<file path="config.mk">
export PLATFORM = sky130hd
export DESIGN_NAME = add_scheduler
export DESIGN_NICKNAME = d
export VERILOG_FILES = /design/src/rtl/add_scheduler_pkg.sv /design/src/rtl/add_scheduler_rippleadder.sv /design/src/rtl/add_scheduler.sv
export SDC_FILE = /design/constraint.sdc
export NUM_CORES = 1
export LEC_CHECK = 0
export ABC_AREA = 1
export CAP_MARGIN = 20
export CORE_MARGIN = 1
export CORE_UTILIZATION = 50
export DETAILED_ROUTE_END_ITERATION = 16
export PLACE_DENSITY = 0.84
export SLEW_MARGIN = 10
export SYNTH_ARGS = -nofsm -noshare
export SYNTH_HDL_FRONTEND = slang
export SYNTH_SLANG_ARGS = --single-unit
</file>
<file path="constraint.sdc">
create_clock -name clk -period 8.1 [get_ports clk]
set_input_delay 1.62 -clock clk [delete_from_list [all_inputs] [get_ports clk]]
set_output_delay 1.62 -clock clk [all_outputs]
set_load 0.005 [all_outputs]
</file>
<file path="src/rtl/add_scheduler_pkg.sv">
// Shared definitions for the two-requester nibble-serial add scheduler.
// Holds the FSM encoding, the nibble width and the requester count.
package add_scheduler_pkg;

  localparam int NIB_W = 4;
  localparam int N_REQ = 2;

  typedef enum logic [1:0] {
    ST_IDLE = 2'd0,
    ST_ADD  = 2'd1,
    ST_DONE = 2'd2
  } state_e;

  function automatic logic [N_REQ-1:0] onehot_req(input logic id);
    return id ? 2'b10 : 2'b01;
  endfunction

endpackage

</file>
<file path="src/rtl/add_scheduler_rippleadder.sv">
// Team 4-bit ripple-carry adder; the only adder logic in the scheduler.
// Pure combinational, carry rippling from bit 0 upward.
module rippleadder
  import add_scheduler_pkg::*;
(
  input  logic [NIB_W-1:0] a_i,
  input  logic [NIB_W-1:0] b_i,
  input  logic             cin_i,
  output logic [NIB_W-1:0] sum_o,
  output logic             cout_o
);

  logic [NIB_W:0] c;

  assign c[0] = cin_i;

  for (genvar i = 0; i < NIB_W; i++) begin : g_fa
    assign sum_o[i] = a_i[i] ^ b_i[i] ^ c[i];
    assign c[i+1]   = (a_i[i] & b_i[i]) | (c[i] & (a_i[i] ^ b_i[i]));
  end

  assign cout_o = c[NIB_W];

endmodule

</file>
<file path="src/rtl/add_scheduler.sv">
// Round-robin scheduler sharing one 4-bit adder between two requesters;
// each WIDTH-bit add runs serially, one nibble per cycle, LSB nibble first.
//
// state   | meaning
// IDLE    | waiting for a request; grants one requester combinationally
// ADD     | one nibble per cycle through the shared adder
// DONE    | result held on res_* until res_valid & res_ready
module add_scheduler
  import add_scheduler_pkg::*;
#(
  parameter int WIDTH = 16
) (
  input  logic             clk,
  input  logic             rst,
  input  logic [1:0]       req_valid,
  output logic [1:0]       req_ready,
  input  logic [WIDTH-1:0] a0,
  input  logic [WIDTH-1:0] b0,
  input  logic             cin0,
  input  logic [WIDTH-1:0] a1,
  input  logic [WIDTH-1:0] b1,
  input  logic             cin1,
  output logic             res_valid,
  input  logic             res_ready,
  output logic [WIDTH-1:0] res_sum,
  output logic             res_cout,
  output logic             res_id
);

  localparam int NIB   = WIDTH / NIB_W;
  localparam int IDX_W = (NIB > 1) ? $clog2(NIB) : 1;
  localparam logic [IDX_W-1:0] IDX_LAST = IDX_W'(NIB - 1);

  state_e           state_q;
  logic [IDX_W-1:0] idx_q;
  logic             carry_q;
  logic [WIDTH-1:0] a_q, b_q;
  logic [WIDTH-1:0] sum_q, sum_d;
  logic             id_q;
  logic             ptr_q;
  logic             res_valid_q;

  logic             grant_id;
  logic [NIB_W-1:0] a_nib, b_nib, add_sum;
  logic             add_cout;

  // Lone requester wins outright; the pointer only breaks ties.
  always_comb begin
    grant_id = 1'b0;
    if (req_valid == 2'b11) begin
      grant_id = ptr_q;
    end else if (!req_valid[0]) begin
      grant_id = 1'b1;
    end
  end

  // Gated by rst so a held request cannot show a grant while in reset.
  assign req_ready = (!rst && state_q == ST_IDLE && |req_valid) ?
                     onehot_req(grant_id) : '0;

  always_comb begin
    a_nib = '0;
    b_nib = '0;
    for (int i = 0; i < NIB; i++) begin
      if (idx_q == IDX_W'(i)) begin
        a_nib = a_q[i*NIB_W +: NIB_W];
        b_nib = b_q[i*NIB_W +: NIB_W];
      end
    end
  end

  always_comb begin
    sum_d = sum_q;
    for (int i = 0; i < NIB; i++) begin
      if (idx_q == IDX_W'(i)) begin
        sum_d[i*NIB_W +: NIB_W] = add_sum;
      end
    end
  end

  rippleadder u_adder (
    .a_i    (a_nib),
    .b_i    (b_nib),
    .cin_i  (carry_q),
    .sum_o  (add_sum),
    .cout_o (add_cout)
  );

  always_ff @(posedge clk or posedge rst) begin
    if (rst) begin
      state_q     <= ST_IDLE;
      idx_q       <= '0;
      carry_q     <= 1'b0;
      a_q         <= '0;
      b_q         <= '0;
      sum_q       <= '0;
      id_q        <= 1'b0;
      ptr_q       <= 1'b0;
      res_valid_q <= 1'b0;
    end else begin
      case (state_q)
        ST_IDLE: begin
          if (|req_valid) begin
            a_q     <= grant_id ? a1 : a0;
            b_q     <= grant_id ? b1 : b0;
            carry_q <= grant_id ? cin1 : cin0;
            id_q    <= grant_id;
            ptr_q   <= ~grant_id;
            idx_q   <= '0;
            state_q <= ST_ADD;
          end
        end
        ST_ADD: begin
          sum_q   <= sum_d;
          carry_q <= add_cout;
          idx_q   <= idx_q + IDX_W'(1);
          if (idx_q == IDX_LAST) begin
            state_q     <= ST_DONE;
            res_valid_q <= 1'b1;
          end
        end
        ST_DONE: begin
          if (res_ready) begin
            state_q     <= ST_IDLE;
            res_valid_q <= 1'b0;
          end
        end
        default: begin
          state_q     <= ST_IDLE;
          res_valid_q <= 1'b0;
        end
      endcase
    end
  end

  assign res_valid = res_valid_q;
  assign res_sum   = sum_q;
  assign res_cout  = carry_q;
  assign res_id    = id_q;

endmodule
</file>
==> out/qor.txt, run 1 <==
outcome -> complete, no violations
GRT busiest layer -> met2
GP Congestion -> 0.882
GRT Total Usage -> 23.0%
crit path kind -> primary input to output port
CTS root buffer -> clkbuf_8
post-synth top area cell -> dfrtp_1
top-count cell post-synth -> nand2_1
post-layout min period -> 5690 ps
WL per Instance -> 12.8 um
dpl cells -> 510
RSZ-0062 raised after global routing -> no
core area -> 5570 sq um
hold_ws -> 493 ps
CP max FO -> 35
Netlist cell types -> 24
DR vias -> 2655
antenna cells -> 0
fraction of layout cells with a size suffix above 1 -> 4.49%
Setup Buffers After CTS -> 0
Pleak -> 1.84 nW
Setup crit start -> req_valid[1]
final-report max-slew violation count -> 0
DRC viols -> 0
Routed Antenna Nets -> 0
largest cells by area after synthesis -> dfrtp_1, nand2_1, nand3_1
Pwr Density -> 371 nW/um^2
vias in the first global route -> 2504
setup TNS -> 0 ps
Max Cap Viol -> 0
top_reg_cell synth -> dfrtp_1
M1 GR Usage -> 28.6%
Hold-fix buffers, CTS -> 0
sequential area share after synthesis -> 47.8%
critical path's most frequent cell -> clkdlybuf4s50_1
Die Height -> 78.5 um
final setup violation count -> 0
antenna violations before repair -> 0
TritonCTS buffer count -> 5
cell count after synthesis -> 362
power consumption -> 0.00144 W
die width -> 78.5 um
Slowest-stage cell, CP -> nor2_4
Netlist Area Pre-Place -> 2930 sq um
Top Ports -> 92
drt total wl -> 6.62 mm
Synth warnings -> 0
Worst Skew -> 9.90 ps
critical path launch point type -> primary input
DRT Pass-1 Iters -> 4
largest net degree at the start of global routing -> 57
Syn Nets -> 441
RR Startpoint -> idx_q[0]
global-route wire length before repair -> 11.0 mm
Synth Register Bits -> 56
Peak VDD IR -> 0.192 mV
Hold Path Class -> flop to flop
DIE AREA -> 6170 sq um
Max clock buf depth -> 2
DR iter-0 viols -> 132
grt ovf -> 0
cts repair resizes -> 0
Post-synth EDFFs -> 0
Least-Margin Pin Slew -> 906 ps
period utilization -> 70.2%
syn_area_per_cell -> 8.09 sq um
Async SR Flop Fraction -> 100%
M3 GR Usage -> 4.19%
H-Tree Level Count -> 2
Avg Vias per Cell -> 5.14
Site Rows -> 27
CTS tree -> done
Post-Layout Cell Count -> 517
Critical Path AT -> 4070 ps
worst min-delay path startpoint -> res_id
CTS clk-pin slew, worst paths -> 80 ps
critical path data required time -> 6480 ps
CTS sink cnt -> 56
Worst path max stage delay -> 720 ps
# port buffers -> 91
cells along the critical path -> clkdlybuf4s50_1, nand2_1, nand2_2, nor2_4, inv_1, nor2_2, clkdlybuf4s50_1
Crit. End Element -> output port
Clk Latency, worst-skew pair -> 310 ps
met2 Use GR -> 39.3%
Final Hold Viols -> 0
fin nets -> 524
Synth top area share -> 47.8%
Starting Density -> 52.5%
synth-to-layout area growth -> 32.8%
slew margin rel. -> 39.5%
DP Wirelength -> 4.96 mm
Fmax -> 176 MHz
most frequent cells after synthesis -> nand2_1, nand3_1, dfrtp_1
cell usage in the layout, fill, tap and decap left out, drive strengths merged:
master	instances
nand3	73
bufinv	1
fa	4
a21oi	11
clkbuf	6
nand2	135
clkinv	2
inv	22
o211ai	1
a21boi	1
o21ai	18
nor2	19
or2	1
clkdlybuf4s50	91
ha	4
dfrtp	56
per-stage QoR:
stage | utilization [%] | cell area, sq um | setup WS, ps
2_1_floorplan | - | 2930 | 4230
6_report | 69.8 | 3890 | 2410
3_5_place_dp | 68.4 | 3810 | 2390
3_3_place_gp | 68.4 | 3810 | 2470
4_1_cts | 69.8 | 3890 | 2390
5_1_grt | 69.8 | 3890 | 2240
worst max-delay path: cells and delay by family:
kind,cells,cell delay [ps]
simple gates,4,1340
buf+inv,3,1090
final timing paths:
kind / endpoint / slack, ps / cells past startpoint
max: req_ready[0] / 2410 / 7
min: res_id / 490 / 2
max reg2reg: res_sum[15] / 4590 / 13
min reg2reg: res_id / 490 / 2
max in group asynchronous: res_valid / 5690 / 2
min in group asynchronous: res_id / 1880 / 2
report_power, final:
part,internal (W),switching (W)
clock,0.0000590,0.0000825
sequential,0.000420,0.0000832
combinational,0.000331,0.000465
layer usage:
layer	routed length [um]	vias up
met4	118	0
met3	345	11
met2	3210	87
met5	0	-
li1	-	1330
met1	2950	1227
cells by family (layout without fill, tap and decap cells):
| kind of cell | after synthesis | count (layout) | synth area share [%] |
|---|---|---|---|
| flops | 56 | 56 | 47.8 |
| simple gates | 228 | 228 | 34.6 |
| compound gates | 31 | 31 | 5.47 |
| fa+ha+maj | 8 | 8 | 4.44 |
| buf+inv | 39 | 122 | 7.60 |
cell type report:
| cell class | count | area (sq um) |
|---|---|---|
| fillers | 440 | 1680 |
| flip-flops and latches | 56 | 1400 |
| multi-input cells | 267 | 1310 |
| repair buffers | 91 | 911 |
| inverters | 24 | 105 |
| well taps | 72 | 90.1 |
| clock buffers | 6 | 72.6 |
| clock inverters | 1 | 5.00 |
sequential cells by signal, summed over array words and instances, names as in the netlist:
name and count:
b_q 16, idx_q 2, res_cout 1, res_valid 1, state_q 2, a_q 16, res_id 1, ptr_q 1
res_sum 16
Note: power is estimated with default switching activity, not from simulation.
==> run 2, diff against run 1 <==
--- a/config.mk
+++ b/config.mk
@@ -8,9 +8,9 @@
 export ABC_AREA = 1
 export CAP_MARGIN = 20
 export CORE_MARGIN = 1
-export CORE_UTILIZATION = 50
+export CORE_UTILIZATION = 47
 export DETAILED_ROUTE_END_ITERATION = 16
-export PLACE_DENSITY = 0.84
+export PLACE_DENSITY = 0.8
 export SLEW_MARGIN = 10
 export SYNTH_ARGS = -nofsm -noshare
 export SYNTH_HDL_FRONTEND = slang
==> constraint.sdc (replaced) <==
create_clock -name clk -period 5.8 [get_ports clk]
set_input_delay 1.16 -clock clk [delete_from_list [all_inputs] [get_ports clk]]
set_output_delay 1.16 -clock clk [all_outputs]
set_load 0.005 [all_outputs]
==> run 2 against run 1 <==
  * Register-to-register slack worse by 2300 ps
  * Largest power group unchanged
  * Sequential share of layout area is 0.42 points lower
  * Wire length is 2.6% higher
==> out/qor.txt, run 2 (synthesis gave the netlist of run 1 again) <==
antenna cells -> 0
CTS clk-pin slew, worst paths -> 90 ps
WP buf/inv -> 4
CTS sink cnt -> 56
Pint -> 0.00115 W
DRC viols -> 0
crit path kind -> primary input to output port
Peak VDD IR -> 0.220 mV
Top Ports -> 92
most common cell after layout, fill and taps aside -> nand2_1
die width -> 80.9 um
setup ws final -> 1240 ps
drt total wl -> 6.79 mm
Clk Latency, worst-skew pair -> 310 ps
synth-to-layout area growth -> 34.4%
RSZ-0062 raised after global routing -> no
Pwr Density -> 519 nW/um^2
Avg Vias per Cell -> 5.09
critical path launch point type -> primary input
wl on met1 -> 3.03 mm
CP max FO -> 35
Net Sw Frac -> 43.8%
Post-DP Area -> 3840 sq um
largest net degree at the start of global routing -> 38
GP Congestion -> 0.883
post-layout min period -> 4560 ps
Max Cap Viol -> 0
vias in the first global route -> 2452
Net Sw Power -> 0.000895 W
crit-path leading delay family -> buffers and inverters
Worst path max stage delay -> 500 ps
most frequent cells in the layout -> nand2_1, clkdlybuf4s50_1, nand3_1, dfrtp_1, inv_1
Worst Skew -> 10.5 ps
Comb pwr share -> 54.7%
critical path data required time -> 4640 ps
DIE AREA -> 6550 sq um
final-report max-slew violation count -> 0
H-Tree Level Count -> 2
fraction of layout cells with a size suffix above 1 -> 5.13%
CTS tree -> done
cell area after layout -> 3940 sq um
Routed Antenna Nets -> 0
DR WL met2 -> 3.21 mm
Max clock buf depth -> 2
# port buffers -> 91
Seq pwr share -> 34.7%
Fmax -> 219 MHz
WL per Instance -> 13.0 um
Setup WS pre-CTS -> 1250 ps
Final Hold Viols -> 0
power consumption -> 0.00204 W
slew margin rel. -> 53.8%
Setup Buffers After CTS -> 0
Hold Path Class -> flop to flop
Site Rows -> 28
cts repair resizes -> 0
antenna violations before repair -> 0
cells along the critical path -> clkdlybuf4s50_1, nand2_1, nand2_2, nor2_4, buf_4, inv_1, nor2_2, clkdlybuf4s50_1
final setup violation count -> 0
power share of the clock group -> 10.6%
Slowest-stage cell, CP -> clkdlybuf4s50_1
setup TNS -> 0 ps
DR vias -> 2661
routed wl met3 -> 473 um
DP Wirelength -> 5.15 mm
Starting Density -> 49.2%
global-route wire length before repair -> 11.4 mm
period utilization -> 78.7%
Least-Margin Pin Slew -> 691 ps
outcome -> complete, no violations
fin nets -> 526
core area -> 5960 sq um
Die Height -> 80.9 um
critical path's most frequent cell -> clkdlybuf4s50_1
Critical Path AT -> 3400 ps
top layer in use -> met4
grt ovf -> 0
DR iter-0 viols -> 168
Crit. End Element -> output port
Pleak -> 1.86 nW
Hold-fix buffers, CTS -> 0
GRT Total Usage -> 22.6%
CTS root buffer -> clkbuf_8
DRT Pass-1 Iters -> 4
TritonCTS buffer count -> 5
## run 2: area by class of cell
class / instances / area (sq um)
repair buffers: 93 / 938
flip-flops and latches: 56 / 1400
clock buffers: 7 / 86.3
fillers: 517 / 2020
well taps: 75 / 93.8
multi-input cells: 267 / 1310
clock inverters: 1 / 7.51
inverters: 24 / 104
## run 2: through the flow
stage / hold WS (ps) / utilization [%] / cells
6_report: 489 / 66.1 / 523
5_1_grt: 513 / 66.1 / 523
4_1_cts: 496 / 66.1 / 523
3_5_place_dp: 472 / 64.5 / 515
3_3_place_gp: 463 / 64.2 / 514
2_1_floorplan: 449 / - / 362
## run 2: power groups by stage
stage,sequential [W],clock (W),combinational (W)
floorplan,0.000685,0,0.000775
global placement,0.000709,0,0.00108
detailed placement,0.000714,0,0.00112
CTS,0.000709,0.000221,0.00113
global route,0.000732,0.000233,0.00129
finish,0.000709,0.000217,0.00112
## run 2: worst reg2reg max path: cells and delay by family, from the launching register on
family	cells	cell delay [ps]
buffers and inverters	4	500
AO/OA/AOI/OAI	2	450
flip-flops	1	410
adder cells (fa/ha/maj)	5	1860
AND/OR/NAND/NOR	2	190
## run 2: routing by layer
layer,vias up,global-route usage [%]
met1,1211,31.7
met3,9,4.38
met4,0,5.00
met5,-,0
met2,105,36.3
li1,1336,-
## run 2: path summary, 6_finish.rpt
path / start / to / slack, ps / depth (start not counted)
max: req_valid[1] / req_ready[0] / 1240 / 8
min: res_id / res_id / 490 / 2
max reg2reg: idx_q[0] / res_sum[11] / 2320 / 13
min reg2reg: res_id / res_id / 490 / 2
max in group asynchronous: rst / a_q[7] / 3990 / 3
min in group asynchronous: rst / res_id / 1270 / 2
==> run 3, diff against run 2 <==
--- a/config.mk
+++ b/config.mk
@@ -8,9 +8,9 @@
 export ABC_AREA = 1
 export CAP_MARGIN = 20
 export CORE_MARGIN = 1
-export CORE_UTILIZATION = 47
+export CORE_UTILIZATION = 42
 export DETAILED_ROUTE_END_ITERATION = 16
-export PLACE_DENSITY = 0.8
+export PLACE_DENSITY = 0.75
 export SLEW_MARGIN = 10
 export SYNTH_ARGS = -nofsm -noshare
 export SYNTH_HDL_FRONTEND = slang
==> constraint.sdc (replaced) <==
create_clock -name clk -period 3.8 [get_ports clk]
set_input_delay 0.76 -clock clk [delete_from_list [all_inputs] [get_ports clk]]
set_output_delay 0.76 -clock clk [all_outputs]
set_load 0.005 [all_outputs]
==> run 3 against run 2 <==
  * Clock skew hardly changed
  * Power is 54% higher
  * Cell area is 0.64% higher
  * Sequential cell count stayed put
  * Register-to-register slack worse by 2000 ps
  * Combinational power is 53% higher
  * Non-clock buffer count is 2 higher
  * Global-route usage is 1.1 points lower
  * Clock-buffer cell count is 1 lower
  * First-iteration DRC count is 12% lower
==> out/qor.txt, run 3 (synthesis gave the netlist of run 1 again) <==
Post-DP Area -> 3860 sq um
Hold-fix buffers, CTS -> 0
Worst path max stage delay -> 480 ps
DRC viols -> 0
core area -> 6760 sq um
drt total wl -> 7.15 mm
Worst Skew -> 10.2 ps
fraction of layout cells with a size suffix above 1 -> 5.78%
outcome -> complete, no violations
# port buffers -> 91
final setup violation count -> 0
GRT busiest layer -> met2
most common cell after layout, fill and taps aside -> nand2_1
cells along the critical path -> inv_1, ha_1, inv_1, nor2_1, nor2_1, a21boi_0, fa_1, inv_1, fa_1, fa_1, fa_1, inv_1, o21ai_0
Top Ports -> 92
Least-Margin Pin Slew -> 642 ps
Fmax -> 289 MHz
largest net degree at the start of global routing -> 38
Routed Antenna Nets -> 0
Site Rows -> 30
critical path data required time -> 4030 ps
Clk Latency, worst-skew pair -> 310 ps
DRT Pass-1 Iters -> 5
post-layout min period -> 3450 ps
die width -> 85.5 um
Setup Buffers After CTS -> 0
CTS sink cnt -> 56
antenna violations before repair -> 0
Max clock buf depth -> 2
Die Height -> 85.5 um
WL per Instance -> 13.5 um
Slowest-stage cell, CP -> fa_1
critical path launch point type -> flop
M1 GR Usage -> 28.8%
Pwr Density -> 795 nW/um^2
Starting Density -> 43.4%
DR iter-0 viols -> 148
DP Wirelength -> 5.49 mm
crit path kind -> flop to flop
Hold Path Class -> flop to flop
GP Congestion -> 0.823
Avg Vias per Cell -> 5.08
GRT Total Usage -> 21.5%
Crit. End Element -> flop
CP max FO -> 10
global-route wire length before repair -> 12.3 mm
Max Cap Viol -> 0
CTS clk-pin slew, worst paths -> 100 ps
DR vias -> 2693
antenna cells -> 0
cell area after layout -> 3960 sq um
Peak VDD IR -> 0.246 mV
H-Tree Level Count -> 2
CTS root buffer -> clkbuf_8
M3 GR Usage -> 3.46%
grt ovf -> 0
RSZ-0062 raised after global routing -> no
DIE AREA -> 7310 sq um
vias in the first global route -> 2653
final-report max-slew violation count -> 0
setup TNS -> 0 ps
Critical Path AT -> 3680 ps
fin nets -> 528
met2 Use GR -> 36.1%
TritonCTS buffer count -> 5
Final Hold Viols -> 0
Pleak -> 1.86 nW
cts repair resizes -> 0
period utilization -> 90.9%
most frequent cells in the layout -> nand2_1, clkdlybuf4s50_1, nand3_1, dfrtp_1, inv_1
synth-to-layout area growth -> 35.2%
R2R setup slack -> 350 ps
CTS tree -> done
slew margin rel. -> 57.0%
run 3: path summary, 6_finish.rpt:
path                       startpoint         end  depth (start not counted)
max                          idx_q[0]  res_sum[3]                         13
max reg2reg                  idx_q[0]  res_sum[3]                         13
min reg2reg                    res_id      res_id                          2
max in group asynchronous         rst      a_q[6]                          3
min in group asynchronous         rst    res_cout                          2
min                            res_id      res_id                          2
run 3: power by group:
group	internal [W]	leakage [nW]	total, W	switching [W]
combinational	0.000713	1.13	0.00171	0.000998
clock	0.000148	0.0434	0.000343	0.000195
sequential	0.000896	0.691	0.00109	0.000198
run 3: metal layers:
layer / vias to the layer above / part of all wire [%]
li1: 1344 / -
met1: 1255 / 45
met2: 82 / 48
met3: 12 / 5.1
met4: 0 / 2.0
met5: - / 0
run 3: critical path, delay by kind of cell, from the launching register on:
family / cells / cell delay [ps]
flops: 1 / 420
simple gates: 2 / 180
buf+inv: 4 / 480
fa+ha+maj: 5 / 1840
compound gates: 2 / 460
run 3: stage by stage:
step                      cells  hold slack, ps  util [%]  total power (W)  setup slack (ps)
after global placement      521             464      56.9          0.00276               574
after detailed placement    522             464      57.2          0.00283               383
after global routing        530             526      58.6          0.00345               114
after floorplan             362             449         -          0.00223               807
final                       530             490      58.6          0.00315               345
after CTS                   530             493      58.6          0.00318               358
run 3: cell type report:
type | count | area [sq um]
fill | 641 | 2800
sequential | 56 | 1400
multi-input combinational | 267 | 1310
timing repair buffer | 95 | 953
inverter | 24 | 104
tap | 80 | 100
clock buffer | 6 | 82.6
clock inverter | 2 | 15.0
